==> config.mk <==
export PLATFORM = sky130hd
export DESIGN_NAME = pose_tracker
export DESIGN_NICKNAME = d
export VERILOG_FILES = /design/src/rtl/pose_tracker.sv
export SDC_FILE = /design/constraint.sdc
export NUM_CORES = 1
export LEC_CHECK = 0
export CORE_MARGIN = 4
export CORE_UTILIZATION = 48
export DETAILED_ROUTE_END_ITERATION = 6
export PLACE_DENSITY = 0.73
export SLEW_MARGIN = 20
export SYNTH_ARGS = -nofsm -noshare
export SYNTH_HDL_FRONTEND = slang
export SYNTH_SLANG_ARGS = --single-unit
==> constraint.sdc <==
create_clock -name clk -period 5.05 [get_ports clk]
set_clock_uncertainty 0.1 [all_clocks]
set_input_delay 0.505 -clock clk [delete_from_list [all_inputs] [get_ports clk]]
set_output_delay 0.505 -clock clk [all_outputs]
set_load 0.05 [all_outputs]
==> src/rtl/pose_tracker.sv <==
// Grid pose tracker: infers robot position and heading on a square grid
// from the motor-driver pattern issued by the drive controller. Forward
// drive held for a full cell time advances one cell along the heading; spin
// drive held for a full turn time rotates the heading by 90 degrees.
module pose_tracker #(
  parameter int         STEP_TICKS = 50,
  parameter int         TURN_TICKS = 100,
  parameter int         START_X    = 0,
  parameter int         START_Y    = 0,
  parameter logic [1:0] START_ORI  = 2'b00,
  parameter int         GRID_MAX   = 39
) (
  input  logic        clk,
  input  logic        rst_n,
  input  logic        in1,
  input  logic        in2,
  input  logic        in3,
  input  logic        in4,
  input  logic        in5,
  input  logic        in6,
  input  logic        in7,
  input  logic        in8,
  input  logic        arrived,
  output logic [32:0] sX,
  output logic [32:0] sY,
  output logic [1:0]  ori,
  output logic        moving,
  output logic        step_done,
  output logic        turn_done,
  output logic        bound_hit
);

  localparam int TICK_MAX = (STEP_TICKS > TURN_TICKS) ? STEP_TICKS : TURN_TICKS;
  localparam int CNT_W    = (TICK_MAX > 1) ? $clog2(TICK_MAX) : 1;

  localparam logic [CNT_W-1:0] STEP_LAST = CNT_W'(STEP_TICKS - 1);
  localparam logic [CNT_W-1:0] TURN_LAST = CNT_W'(TURN_TICKS - 1);

  localparam logic [32:0] COORD_MAX = 33'(GRID_MAX);
  localparam logic [32:0] INIT_X    = 33'(START_X);
  localparam logic [32:0] INIT_Y    = 33'(START_Y);

  localparam logic [1:0] ORI_N = 2'b00;
  localparam logic [1:0] ORI_E = 2'b01;
  localparam logic [1:0] ORI_W = 2'b10;
  localparam logic [1:0] ORI_S = 2'b11;

  localparam logic [7:0] PATTERN_FWD    = 8'b1010_1010;
  localparam logic [7:0] PATTERN_SPIN_L = 8'b1010_0101;
  localparam logic [7:0] PATTERN_SPIN_R = 8'b0101_1010;

  typedef enum logic [1:0] {
    PAT_BRAKE,
    PAT_FWD,
    PAT_SPIN_L,
    PAT_SPIN_R
  } pat_e;

  typedef enum logic [2:0] {
    ST_IDLE,
    ST_FWD,
    ST_TURN_L,
    ST_TURN_R,
    ST_TURN_WAIT,
    ST_HALT
  } state_e;

  // Move one cell along an axis, saturating at the grid edges.
  // Returns {blocked, next_coordinate}; a blocked move keeps the input value.
  function automatic logic [33:0] sat_step(input logic [32:0] c, input logic up);
    logic [33:0] res;
    if (up) begin
      if (c >= COORD_MAX) res = {1'b1, c};
      else                res = {1'b0, c + 33'd1};
    end else begin
      if (c == 33'd0)     res = {1'b1, c};
      else                res = {1'b0, c - 33'd1};
    end
    return res;
  endfunction

  // Clockwise quarter turn: N -> E -> S -> W -> N.
  function automatic logic [1:0] rot_right(input logic [1:0] o);
    logic [1:0] r;
    case (o)
      ORI_N:   r = ORI_E;
      ORI_E:   r = ORI_S;
      ORI_S:   r = ORI_W;
      default: r = ORI_N;
    endcase
    return r;
  endfunction

  // Counter-clockwise quarter turn: N -> W -> S -> E -> N.
  function automatic logic [1:0] rot_left(input logic [1:0] o);
    logic [1:0] r;
    case (o)
      ORI_N:   r = ORI_W;
      ORI_W:   r = ORI_S;
      ORI_S:   r = ORI_E;
      default: r = ORI_N;
    endcase
    return r;
  endfunction

  // State to enter from a resting state for a given drive pattern.
  function automatic state_e entry_state(input pat_e p);
    state_e s;
    case (p)
      PAT_FWD:    s = ST_FWD;
      PAT_SPIN_L: s = ST_TURN_L;
      PAT_SPIN_R: s = ST_TURN_R;
      default:    s = ST_IDLE;
    endcase
    return s;
  endfunction

  state_e           state_q, state_d;
  logic [CNT_W-1:0] cnt_q, cnt_d;
  logic [32:0]      sx_q, sx_d, sy_q, sy_d;
  logic [1:0]       ori_q, ori_d;
  logic             step_q, step_d;
  logic             turn_q, turn_d;
  logic             bound_q, bound_d;

  logic [7:0]       pattern;
  pat_e             pat;
  logic             axis_vert;
  logic             axis_up;
  logic [33:0]      axis_res;

  assign pattern = {in1, in2, in3, in4, in5, in6, in7, in8};

  // Decode the driver pattern; anything unrecognised is treated as brake.
  always_comb begin
    pat = PAT_BRAKE;
    case (pattern)
      PATTERN_FWD:    pat = PAT_FWD;
      PATTERN_SPIN_L: pat = PAT_SPIN_L;
      PATTERN_SPIN_R: pat = PAT_SPIN_R;
      default:        pat = PAT_BRAKE;
    endcase
  end

  // Candidate cell move along the current heading, with edge saturation.
  always_comb begin
    axis_vert = (ori_q == ORI_N) || (ori_q == ORI_S);
    axis_up   = (ori_q == ORI_N) || (ori_q == ORI_E);
    axis_res  = sat_step(axis_vert ? sy_q : sx_q, axis_up);
  end

  // Next-state, tick counter, pose and pulse logic.
  always_comb begin
    state_d = state_q;
    cnt_d   = cnt_q;
    sx_d    = sx_q;
    sy_d    = sy_q;
    ori_d   = ori_q;
    step_d  = 1'b0;
    turn_d  = 1'b0;
    bound_d = 1'b0;

    if (arrived) begin
      // Destination reached: freeze everything, drop any completion due now.
      state_d = ST_HALT;
      cnt_d   = '0;
    end else begin
      case (state_q)
        ST_IDLE: begin
          state_d = entry_state(pat);
          cnt_d   = '0;
        end

        ST_FWD: begin
          if (pat != PAT_FWD) begin
            state_d = entry_state(pat);
            cnt_d   = '0;
          end else if (cnt_q == STEP_LAST) begin
            cnt_d = '0;
            if (axis_res[33]) begin
              bound_d = 1'b1;
            end else begin
              step_d = 1'b1;
              if (axis_vert) sy_d = axis_res[32:0];
              else           sx_d = axis_res[32:0];
            end
          end else begin
            cnt_d = cnt_q + 1'b1;
          end
        end

        ST_TURN_L: begin
          if (pat != PAT_SPIN_L) begin
            state_d = entry_state(pat);
            cnt_d   = '0;
          end else if (cnt_q == TURN_LAST) begin
            cnt_d   = '0;
            ori_d   = rot_left(ori_q);
            turn_d  = 1'b1;
            state_d = ST_TURN_WAIT;
          end else begin
            cnt_d = cnt_q + 1'b1;
          end
        end

        ST_TURN_R: begin
          if (pat != PAT_SPIN_R) begin
            state_d = entry_state(pat);
            cnt_d   = '0;
          end else if (cnt_q == TURN_LAST) begin
            cnt_d   = '0;
            ori_d   = rot_right(ori_q);
            turn_d  = 1'b1;
            state_d = ST_TURN_WAIT;
          end else begin
            cnt_d = cnt_q + 1'b1;
          end
        end

        ST_TURN_WAIT: begin
          // A held spin pattern must be released before another turn counts.
          if ((pat != PAT_SPIN_L) && (pat != PAT_SPIN_R)) begin
            state_d = entry_state(pat);
            cnt_d   = '0;
          end
        end

        ST_HALT: begin
          cnt_d = '0;
        end

        default: begin
          state_d = ST_IDLE;
          cnt_d   = '0;
        end
      endcase
    end
  end

  // Control state and tick counter.
  always_ff @(posedge clk or negedge rst_n) begin
    if (!rst_n) begin
      state_q <= ST_IDLE;
      cnt_q   <= '0;
    end else begin
      state_q <= state_d;
      cnt_q   <= cnt_d;
    end
  end

  // Registered pose and completion pulses.
  always_ff @(posedge clk or negedge rst_n) begin
    if (!rst_n) begin
      sx_q    <= INIT_X;
      sy_q    <= INIT_Y;
      ori_q   <= START_ORI;
      step_q  <= 1'b0;
      turn_q  <= 1'b0;
      bound_q <= 1'b0;
    end else begin
      sx_q    <= sx_d;
      sy_q    <= sy_d;
      ori_q   <= ori_d;
      step_q  <= step_d;
      turn_q  <= turn_d;
      bound_q <= bound_d;
    end
  end

  assign sX        = sx_q;
  assign sY        = sy_q;
  assign ori       = ori_q;
  assign moving    = (state_q == ST_FWD) || (state_q == ST_TURN_L) || (state_q == ST_TURN_R);
  assign step_done = step_q;
  assign turn_done = turn_q;
  assign bound_hit = bound_q;

endmodule

---- Word-level counts from Yosys, hierarchy flattened ----
Cells that the tools add are included.
operators by class
  add/sub/neg operators ................... 3
  order comparisons ....................... 1
  eq/ne operators ......................... 26
  multiplexer cells ....................... 43
  bitwise logic cells ..................... 4
  reductions and logical operators ........ 13
operators by type and width
  cell                                                                number
  two-way mux 34 bit                                                  3
  two-way mux 7 bit                                                   7
  adder 33 x 1 -> 33 bit, second input constant                       1
  greater-or-equal comparator 33 x 6 -> 1 bit, second input constant  1
  logical NOT 33 bit                                                  1
  two-way mux 33 bit                                                  1
  subtractor 33 x 1 -> 33 bit, second input constant                  1
  one-hot mux 7 bit (4 select lines)                                  1
  one-hot mux 2 bit (3 select lines)                                  4
  two-way mux 3 bit                                                   6
  one-hot mux 3 bit (6 select lines)                                  1
  AND reduction 6 bit                                                 3
  == test 8 bit, second input constant                                2
  two-way mux 1 bit                                                   14
  != test 2 bit, second input constant                                7
  == test 2 bit, second input constant                                4
  == test 8 x 7 -> 1 bit, second input constant                       1
  two-way mux 2 bit                                                   4
  adder 7 x 1 -> 7 bit, second input constant                         1
  == test 7 x 6 -> 1 bit, second input constant                       1
  == test 7 bit, second input constant                                1
  == test 3 x 2 -> 1 bit, second input constant                       2
  == test 3 bit, second input constant                                2
  != test 3 bit, second input constant                                2
  other kinds (12)                                                    19
word-level totals
  register bits ........................... 81
  bits of input ports ..................... 11
  output and inout port bits .............. 72
  word-level logic and storage cells ...... 98

---- Longest topological paths before layout ----
Gate-level depths: netlist of run 1.
  word-level depth ........................ 11
  depth in mapped cells ................... 20
  gate-level depth less buffers ........... 12

---- Worst setup path before layout of run 1 ----
No wires, ideal clock.
  path kind ............................... register to register
  start point ............................. reg ori_q[0] (netlist: ori[0])
  end point ............................... reg sx_q[5] (netlist: sX[5])
  library setup time ...................... 0.082 ns
  arrival ................................. 4.723 ns
  required time ........................... 4.868 ns
  setup slack ............................. 0.145 ns
  stages on the path, launching flop included .. 19
  path buffers ............................ 8
  cell sequence ........................... dfrtp_1 -> inv_1 -> ha_1 -> buf_4 -> buf_6 -> buf_2 -> buf_2 -> buf_2 -> buf_1 -> buf_1 -> mux2i_1 -> ha_1 -> nor4b_1 -> a31o_2 -> a31oi_1 -> buf_2 -> nand3b_1 -> a21oi_1 -> xor2_1
between the ends
  cells in the longest elaborated chain, start to end .. 8
  elaborated cells on any way between the ends .. 16
ends and longest elaborated chain
  item                                                                               RTL line  text
  from (decl)                                                                        121       logic [1:0] ori_q, ori_d;
  from (signal assigned)                                                             263       ori_q <= ori_d;
  == test 2 bit or logical NOT 2 bit (tied branches)                                 147, 148
  logical OR 1 bit                                                                   147       axis_vert = (ori_q == ORI_N) || (ori_q == ORI_S);
  two-way mux 33 bit                                                                 149       axis_res = sat_step(axis_vert ? sy_q : sx_q, axis_up);
  greater-or-equal comparator 33 x 6 -> 1 bit or logical NOT 33 bit (tied branches)  73, 76
  two-way mux 34 bit, on equally long branches                                       73, 76
  two-way mux 34 bit                                                                 72        if (up) begin
  inverter 1 bit (no line)                                                           --
  AND reduction 6 bit (no line)                                                      --
  to (signal assigned)                                                               254       sx_q <= INIT_X;
  to (signal assigned)                                                               261       sx_q <= sx_d;
  to (decl)                                                                          120       logic [32:0] sx_q, sx_d, sy_q, sy_d;
Parallel ways exist; a longest one is shown, timed or not.
A chain may end at the register's enable or synchronous reset.

---- Worst setup path in the final report of run 1 ----
  start point ............................. reg ori_q[1] (netlist: ori[1])
  end point ............................... reg sy_q[1] (netlist: sY[1])
between the ends
  cells in the longest elaborated chain, start to end .. 8
  elaborated cells on any way between the ends .. 15
ends and longest elaborated chain
  item                                                                               RTL line  text
  == test 2 bit or logical NOT 2 bit (tied branches)                                 147, 148
  logical OR 1 bit                                                                   147
  two-way mux 33 bit                                                                 149
  greater-or-equal comparator 33 x 6 -> 1 bit or logical NOT 33 bit (tied branches)  73, 76
  two-way mux 34 bit, on equally long branches                                       73, 76
  two-way mux 34 bit                                                                 72
  inverter 1 bit (no line)                                                           --
  AND reduction 6 bit (no line)                                                      --
  to (signal assigned)                                                               262       sy_q <= sy_d;
  to (decl)                                                                          120
Parallel ways exist; a longest one is shown, timed or not.

==> flow_summary.ini, run 1 <==
[critical_path]
start_kind = flip-flop
cp.required_ns = 5.21
worstSetupPathType = reg -> reg
path_max_fanout = 40
reg2regPathDepth = 8
r2r_setup_slack_ns = 0.67
r2r-start = ori[1]
rr_endpoint = sY[1]
worstSetupEndpointType = flip-flop
critPathArrivalTime_ns = 4.54

[clocking]
cts_tree = built
clk_pin_slew_ns = 0.09
cts_resized = 0
cts_hold_buf = 0
cts_buffers = 9
cts_root_buf = clkbuf_8
cts_buffer_depth = 2
postCtsSetupRepairBufs = 0
worstSkewPairLatency_ns = 0.37
clock_sinks = 81
cts-htree-levels = 3

[global_routing]
overflow = 0
track_usage = 0.233
grt_first_pass_wirelength_um = 24200
grt_pass1_vias = 4664
antenna_found_initial = 0
grt_start_max_net_pins = 42

[cells_and_area]
stdcell_count = 804
area_growth_pct = 23.0
nNetsFinal = 683
antenna_cells = 0
nFillCells = 893
layout-drive-gt1-share = 0.0943
multi_input_area_um2 = 3070
seqCellArea_um2 = 2030
final_cell_mix = 81 x dfrtp_1, 81 x clkdlybuf4s50_1, 62 x nand2_1, 48 x o21ai_0, 44 x nor2_1

[die]
fp-row-count = 37
start_util = 0.499
core_area_um2 = 10500
die-area_um2 = 12700
pin_count = 83
die_h_um = 113
die_w_um = 113

[placement]
dp.final_hpwl_um = 10900
numPortBuffers = 82
place.gp.congestion = 0.934
place_inst = 788
dp_slack_ns = 0.727

[logic_synthesis]
syn_avg_cell_area_um2 = 9.03
synth_flop_cell = dfrtp_1
ys_warn_count = 0
synthTopCellsByArea = dfrtp_1 39%, o21ai_0 4.6%, nand2_1 4.4%
syn-instance-count = 581
ys_types = 77
ys_seq_area_frac = 0.386
syn_area_um2 = 5250
synth_top_area_frac = 0.386
synth_seq_cells = 81
ys_async_sr_fraction = 1.00
synth_top_cell_by_area = dfrtp_1
synth_edf_count = 0
syn-num-nets = 601

[pwr]
ir_drop_v = 0.000149
leakage_uw = 0.00255
total_power_uw = 1220
power_density_nw_per_um2 = 189

[drt]
drtIter0Drc = 350
met2_wirelength_um = 6610
drt-met1-wl_um = 6750
route.detailed.wl_per_inst_um = 18.2
route.antenna.remaining_nets = 0
dr.max_layer_used = met4
vias_per_cell = 6.11
drc = 0
routed_wl_um = 14600
vias = 4914
drtPass1Iterations = 5
wl_met3_um = 940

[timing]
fin_setup_tns_ns = 0
clock.fmax_mhz = 228
period_needed_ns = 4.38
setup_slack_ns = 0.667
finalSetupViolCount = 0
finalHoldViolations = 0
maxSlewHeadroom = 0.329
drv_slew = 0
period_share = 0.868
rsz0062_at_grt = false
tightest_slew_ns = 1.00
holdWs_ns = 0.000403

[flow_run]
drv_cap = 0

[status]
status = finished clean

[worst_hold_path]
hp-class = in -> async
## Yosys cell counts, drive strengths merged, types with 5 or more instances
| cell | n |
|---|---|
| a21oi | 15 |
| and2 | 5 |
| buf | 18 |
| dfrtp | 81 |
| ha | 9 |
| inv | 11 |
| mux2 | 6 |
| mux2i | 21 |
| nand2 | 62 |
| nand2b | 7 |
| nand3 | 31 |
| nand4 | 10 |
| nor2 | 44 |
| nor3 | 19 |
| nor3b | 9 |
| nor4 | 12 |
| nor4b | 8 |
| o21ai | 53 |
| or2 | 7 |
| or3 | 13 |
| or3b | 7 |
| or4 | 7 |
| xnor2 | 21 |
| xor2 | 23 |
## registers in the layout, indices dropped and copies added (netlist names)
signal / flops
sX: 33
sY: 33
cnt_q: 7
state_q: 3
ori: 2
bound_hit: 1
step_done: 1
turn_done: 1
## routing by layer
| layer | vias up | global-route usage |
|---|---|---|
| met3 | 25 | 0.0367 |
| met1 | 2377 | 0.335 |
| met5 | - | 0 |
| met4 | 0 | 0.0873 |
| met2 | 196 | 0.356 |
| li1 | 2316 | - |
## kinds of logic after synthesis
kind of cell / after synthesis / synth area share
AOI/OAI and AO/OA: 122 / 0.156
and+or+nand+nor: 265 / 0.280
DFF: 81 / 0.386
buffers and inverters: 33 / 0.0296
adders and majority gates: 9 / 0.0215
muxes: 27 / 0.0529
xor gates and xnor gates: 44 / 0.0734
## worst max-delay path by stage
stage	startpoint	to	slack, ns	cells past startpoint
2_1_floorplan	ori[0]	sX[5]	0.14	18
3_3_place_gp	ori[1]	sY[1]	0.85	8
3_5_place_dp	ori[1]	sY[1]	0.73	8
4_1_cts	ori[1]	sY[1]	0.70	9
5_1_grt	ori[1]	sY[1]	0.30	9
6_report	ori[1]	sY[1]	0.67	8
## stage by stage
| stage | utilization | area, µm² |
|---|---|---|
| 6_report | 0.614 | 6450 |
| 5_1_grt | 0.614 | 6450 |
| 4_1_cts | 0.614 | 6450 |
| 3_5_place_dp | 0.593 | 6230 |
| 3_3_place_gp | 0.593 | 6230 |
| 2_1_floorplan | - | 5250 |
## where the power goes
| part | switching, µW | internal [µW] | leakage, µW | total, µW |
|---|---|---|---|---|
| clock network | 251 | 280 | 0.000103 | 531 |
| logic | 24.0 | 13.0 | 0.00135 | 36.9 |
| registers | 3.81 | 649 | 0.00110 | 653 |
## worst max-delay path: stages (launching register included)
cell,delay [ns]
dfrtp_1,0.43
inv_1,0.10
ha_2,0.83
or4b_2,0.74
a222oi_1,0.64
nand4_1,0.66
nand2_1,0.37
o32ai_1,0.12
a221o_1,0.29
## cell type report
class,count,share of cell area
Clock inverter,6,0.0143
Clock buffer,10,0.0198
Tap cell,136,0.0264
Multi-Input combinational cell,467,0.476
Sequential cell,81,0.314
Timing Repair Buffer,93,0.143
Inverter,11,0.00640
Power figures use the tool's default switching activity.
==> run 2: changes to the inputs <==
Settings changed: DONT_BUFFER_PORTS set to 1, PLACE_DENSITY 0.73 to unset.
==> flow_summary.ini, run 2 (synthesized netlist as in run 1, its figures left out) <==
[clocking]
cts_root_buf = clkbuf_8
clock_sinks = 81
cts_tree = built
worstSkewPairLatency_ns = 0.37
cts-htree-levels = 3
cts_buffer_depth = 2
postCtsSetupRepairBufs = 0
clk_pin_slew_ns = 0.08
cts_buffers = 9

[die]
start_util = 0.499
core_area_um2 = 10500
die_h_um = 113
die-area_um2 = 12700
die_w_um = 113
pin_count = 83
fp-row-count = 37

[drt]
vias = 4588
route.detailed.wl_per_inst_um = 20.4
drc = 0
routed_wl_um = 14700
vias_per_cell = 6.34
route.antenna.remaining_nets = 0
drtPass1Iterations = 5
drtIter0Drc = 451

[timing]
tightest_slew_ns = 0.893
rsz0062_at_grt = false
period_needed_ns = 4.56
clock.fmax_mhz = 219
holdWs_ns = 0.142
fin_setup_tns_ns = 0
period_share = 0.903
drv_slew = 0
finalHoldViolations = 0
finalSetupViolCount = 0
maxSlewHeadroom = 0.403

[critical_path]
critPathArrivalTime_ns = 4.70
cp.required_ns = 5.19
crit_chain = inv_1, ha_4, buf_4, nor4b_1, o221ai_1, a2111oi_2, o311a_1, o21ai_2, buf_4, nand2_1, o21ai_0
start_kind = flip-flop
cpPeakStageDelay_ns = 0.70
path_common_cell = buf_4
crit_slowest_cell = dfrtp_1
r2r_setup_slack_ns = 0.49
worstSetupPathType = reg -> reg
worstSetupEndpointType = flip-flop
path_max_fanout = 28

[global_routing]
grt_start_max_net_pins = 82
track_usage = 0.234
grt_first_pass_wirelength_um = 23900
overflow = 0
antenna_found_initial = 0
grt_pass1_vias = 4265

[worst_hold_path]
hp-class = in -> reg

[cells_and_area]
nFillCells = 939
nNetsFinal = 603
layout-drive-gt1-share = 0.111
final_common_cell = dfrtp_1
final_cell_area_um2 = 5630
final_cell_mix = 81 x dfrtp_1, 62 x nand2_1, 48 x o21ai_0, 44 x nor2_1, 30 x nand3_1
area_growth_pct = 7.18
antenna_cells = 0
utilization = 0.535

[placement]
place.gp.congestion = 0.916
placed_area_um2 = 5400
dp.final_hpwl_um = 10800
numPortBuffers = 0

[pwr]
total_power_uw = 1130
ir_drop_v = 0.000106
power_density_nw_per_um2 = 201
leakage_uw = 0.00227

[flow_run]
drv_cap = 0

[status]
status = finished clean
==> run 2: cell types whose count changed in the layout (fill, tap and decap cells not counted), moves of 2 or more <==
cell / change
clkinv_2: +3
buf_12: -2
bufinv_16: -2
clkbuf_8: +2
clkdlybuf4s50_1: -81
clkinv_4: -2
==> run 2: worst paths after layout <==
kind | start | end | cells after the start
max in group asynchronous | rst_n | sY[21] | 2
setup / recovery | ori[1] | sX[26] | 11
hold reg to reg | cnt_q[6] | cnt_q[6] | 1
hold / removal | arrived | turn_done | 1
setup reg to reg | ori[1] | sX[26] | 11
min in group asynchronous | rst_n | cnt_q[6] | 2
==> run 2: through the flow <==
step | worst slack (ns) | std cells
after global routing | 0.194 | 724
after floorplan | 0.145 | 581
after global placement | 0.427 | 706
after detailed placement | 0.358 | 706
after CTS | 0.343 | 724
final | 0.489 | 724
==> run 2: cell type report <==
| type | count | area, µm² | share of cell area |
|---|---|---|---|
| clock buffers | 11 | 151 | 0.0269 |
| inverters | 11 | 41.3 | 0.00734 |
| flip-flops and latches | 81 | 2030 | 0.360 |
| repair buffers | 13 | 120 | 0.0214 |
| clock inverters | 5 | 30.0 | 0.00534 |
| multi-input cells | 467 | 3090 | 0.548 |
| well taps | 136 | 170 | 0.0302 |
==> run 2: routing by layer <==
layer | vias to the layer above | global-route usage | part of all wire
met4 | 0 | 0.0761 | 0.020
li1 | 2153 | - | -
met2 | 156 | 0.335 | 0.43
met3 | 24 | 0.0480 | 0.071
met5 | - | 0 | 0
met1 | 2255 | 0.353 | 0.48
==> run 2: what timing repair did <==
item	in CTS	in global routing
resized for setup	0	1
hold endpoints to repair	81	0
setup endpoints to repair	0	5
hold buffers	2	0
==> run 2: where the power goes <==
part           switching, µW  leakage, µW  internal [µW]  total, µW
Combinational           21.7      0.00107           7.45       29.2
Clock                    247    0.0000911            203        450
Sequential              3.71      0.00110            649        653
==> run 2: worst max-delay path: cells and delay by family, from the launching register on <==
kind / cells / cell delay, ns
adders and majority gates: 1 / 0.51
DFF: 1 / 0.70
AOI/OAI and AO/OA: 5 / 1.73
buffers and inverters: 3 / 0.77
and+or+nand+nor: 2 / 0.60
==> run 3: changes to the inputs <==
Settings changed: PLACE_DENSITY_LB_ADDON set to 0.2.
==> flow_summary.ini, run 3 (synthesized netlist as in run 1, its figures left out) <==
[global_routing]
grt_pass1_vias = 4416
antenna_found_initial = 0
grt_first_pass_wirelength_um = 23400
grt_start_max_net_pins = 82
overflow = 0
track_usage = 0.227

[critical_path]
start_kind = flip-flop
crit_slowest_cell = ha_2
crit_chain = inv_1, ha_2, or4b_2, a222oi_1, nand4_1, nor3b_1, nor4b_2, xor2_1
cp_top_family = simple AND/OR/NAND/NOR gates
critPathArrivalTime_ns = 4.66
critPathBufInv = 1
r2r_setup_slack_ns = 0.53
worstSetupEndpointType = flip-flop
cp.required_ns = 5.19
path_max_fanout = 53
worstSetupPathType = reg -> reg
cpPeakStageDelay_ns = 0.96

[placement]
dp.final_hpwl_um = 10400
place.gp.congestion = 0.921
numPortBuffers = 0
placed_area_um2 = 5390

[timing]
holdWs_ns = 0.136
drv_slew = 0
rsz0062_at_grt = false
tightest_slew_ns = 1.08
finalSetupViolCount = 0
fin_setup_tns_ns = 0
maxSlewHeadroom = 0.275
finalHoldViolations = 0
period_share = 0.895
period_needed_ns = 4.52
clock.fmax_mhz = 221

[clocking]
clk_pin_slew_ns = 0.08
worstSkewPairLatency_ns = 0.37
cts-htree-levels = 3
clock_sinks = 81
cts_buffers = 9
cts_buffer_depth = 2
cts_root_buf = clkbuf_8
cts_tree = built

[cells_and_area]
nNetsFinal = 603
final_common_cell = dfrtp_1
utilization = 0.538
final_cell_area_um2 = 5660
final_cell_mix = 81 x dfrtp_1, 62 x nand2_1, 48 x o21ai_0, 44 x nor2_1, 30 x nand3_1
antenna_cells = 0
area_growth_pct = 7.77
nFillCells = 962
seqCellArea_um2 = 2030
multi_input_area_um2 = 3070
layout-drive-gt1-share = 0.106

[pwr]
ir_drop_v = 0.000136
leakage_uw = 0.00229
power_density_nw_per_um2 = 217

[die]
start_util = 0.499
pin_count = 83
die_w_um = 113
die_h_um = 113
die-area_um2 = 12700
fp-row-count = 37
core_area_um2 = 10500

[drt]
drtIter0Drc = 491
drc = 0
route.antenna.remaining_nets = 0
vias = 4573
route.detailed.wl_per_inst_um = 19.6
drtPass1Iterations = 7
routed_wl_um = 14200
vias_per_cell = 6.33

[status]
status = finished clean

[worst_hold_path]
hp-class = in -> reg

[flow_run]
drv_cap = 0
## run 3: cell count changes in the layout (fill, tap and decap cells not counted), sizes merged
cell,delta
clkinv,-3
bufinv,+2
clkbuf,+2
clkinvlp,-2
## run 3: timing repair
item,CTS,global route
setup buffers,0,0
hold buffers,2,0
hold endpoints to repair,81,0
resized for setup,0,0
## run 3: layer usage
| metal | vias up | global-route usage | routed length [µm] |
|---|---|---|---|
| li1 | 2156 | - | - |
| met1 | 2222 | 0.325 | 6550 |
| met2 | 172 | 0.327 | 6080 |
| met3 | 23 | 0.0636 | 1250 |
| met4 | 0 | 0.0849 | 288 |
| met5 | - | 0 | 0 |
## run 3: stage by stage
step / power [µW] / setup slack (ns) / instances
CTS: 1240 / 0.624 / 723
floorplan: 678 / 0.145 / 581
global placement: 679 / 0.844 / 706
global route: 1270 / 0.244 / 723
detailed placement: 679 / 0.650 / 706
finish: 1230 / 0.528 / 723
## run 3: worst paths after layout
path	from	end	depth (start not counted)
worst min-delay path	arrived	turn_done	1
min in group asynchronous	rst_n	sX[5]	2
worst max-delay path	ori[1]	sX[11]	8
worst max register to register	ori[1]	sX[11]	8
max in group asynchronous	rst_n	sY[24]	2
worst min register to register	cnt_q[1]	cnt_q[1]	2
## run 3: power by group
group	total [µW]	leakage (µW)	internal [µW]	switching [µW]
clock	548	0.000116	317	232
sequential	653	0.00110	649	3.57
combinational	28.9	0.00107	7.44	21.5
total	1230	0.00229	973	257
## run 3: area by class of cell
cell class,count,share of cell area
Tap cell,136,0.0301
Clock inverter,2,0.0106
Clock buffer,13,0.0299
Multi-Input combinational cell,467,0.543
Sequential cell,81,0.358
Timing Repair Buffer,13,0.0212
Inverter,11,0.00730
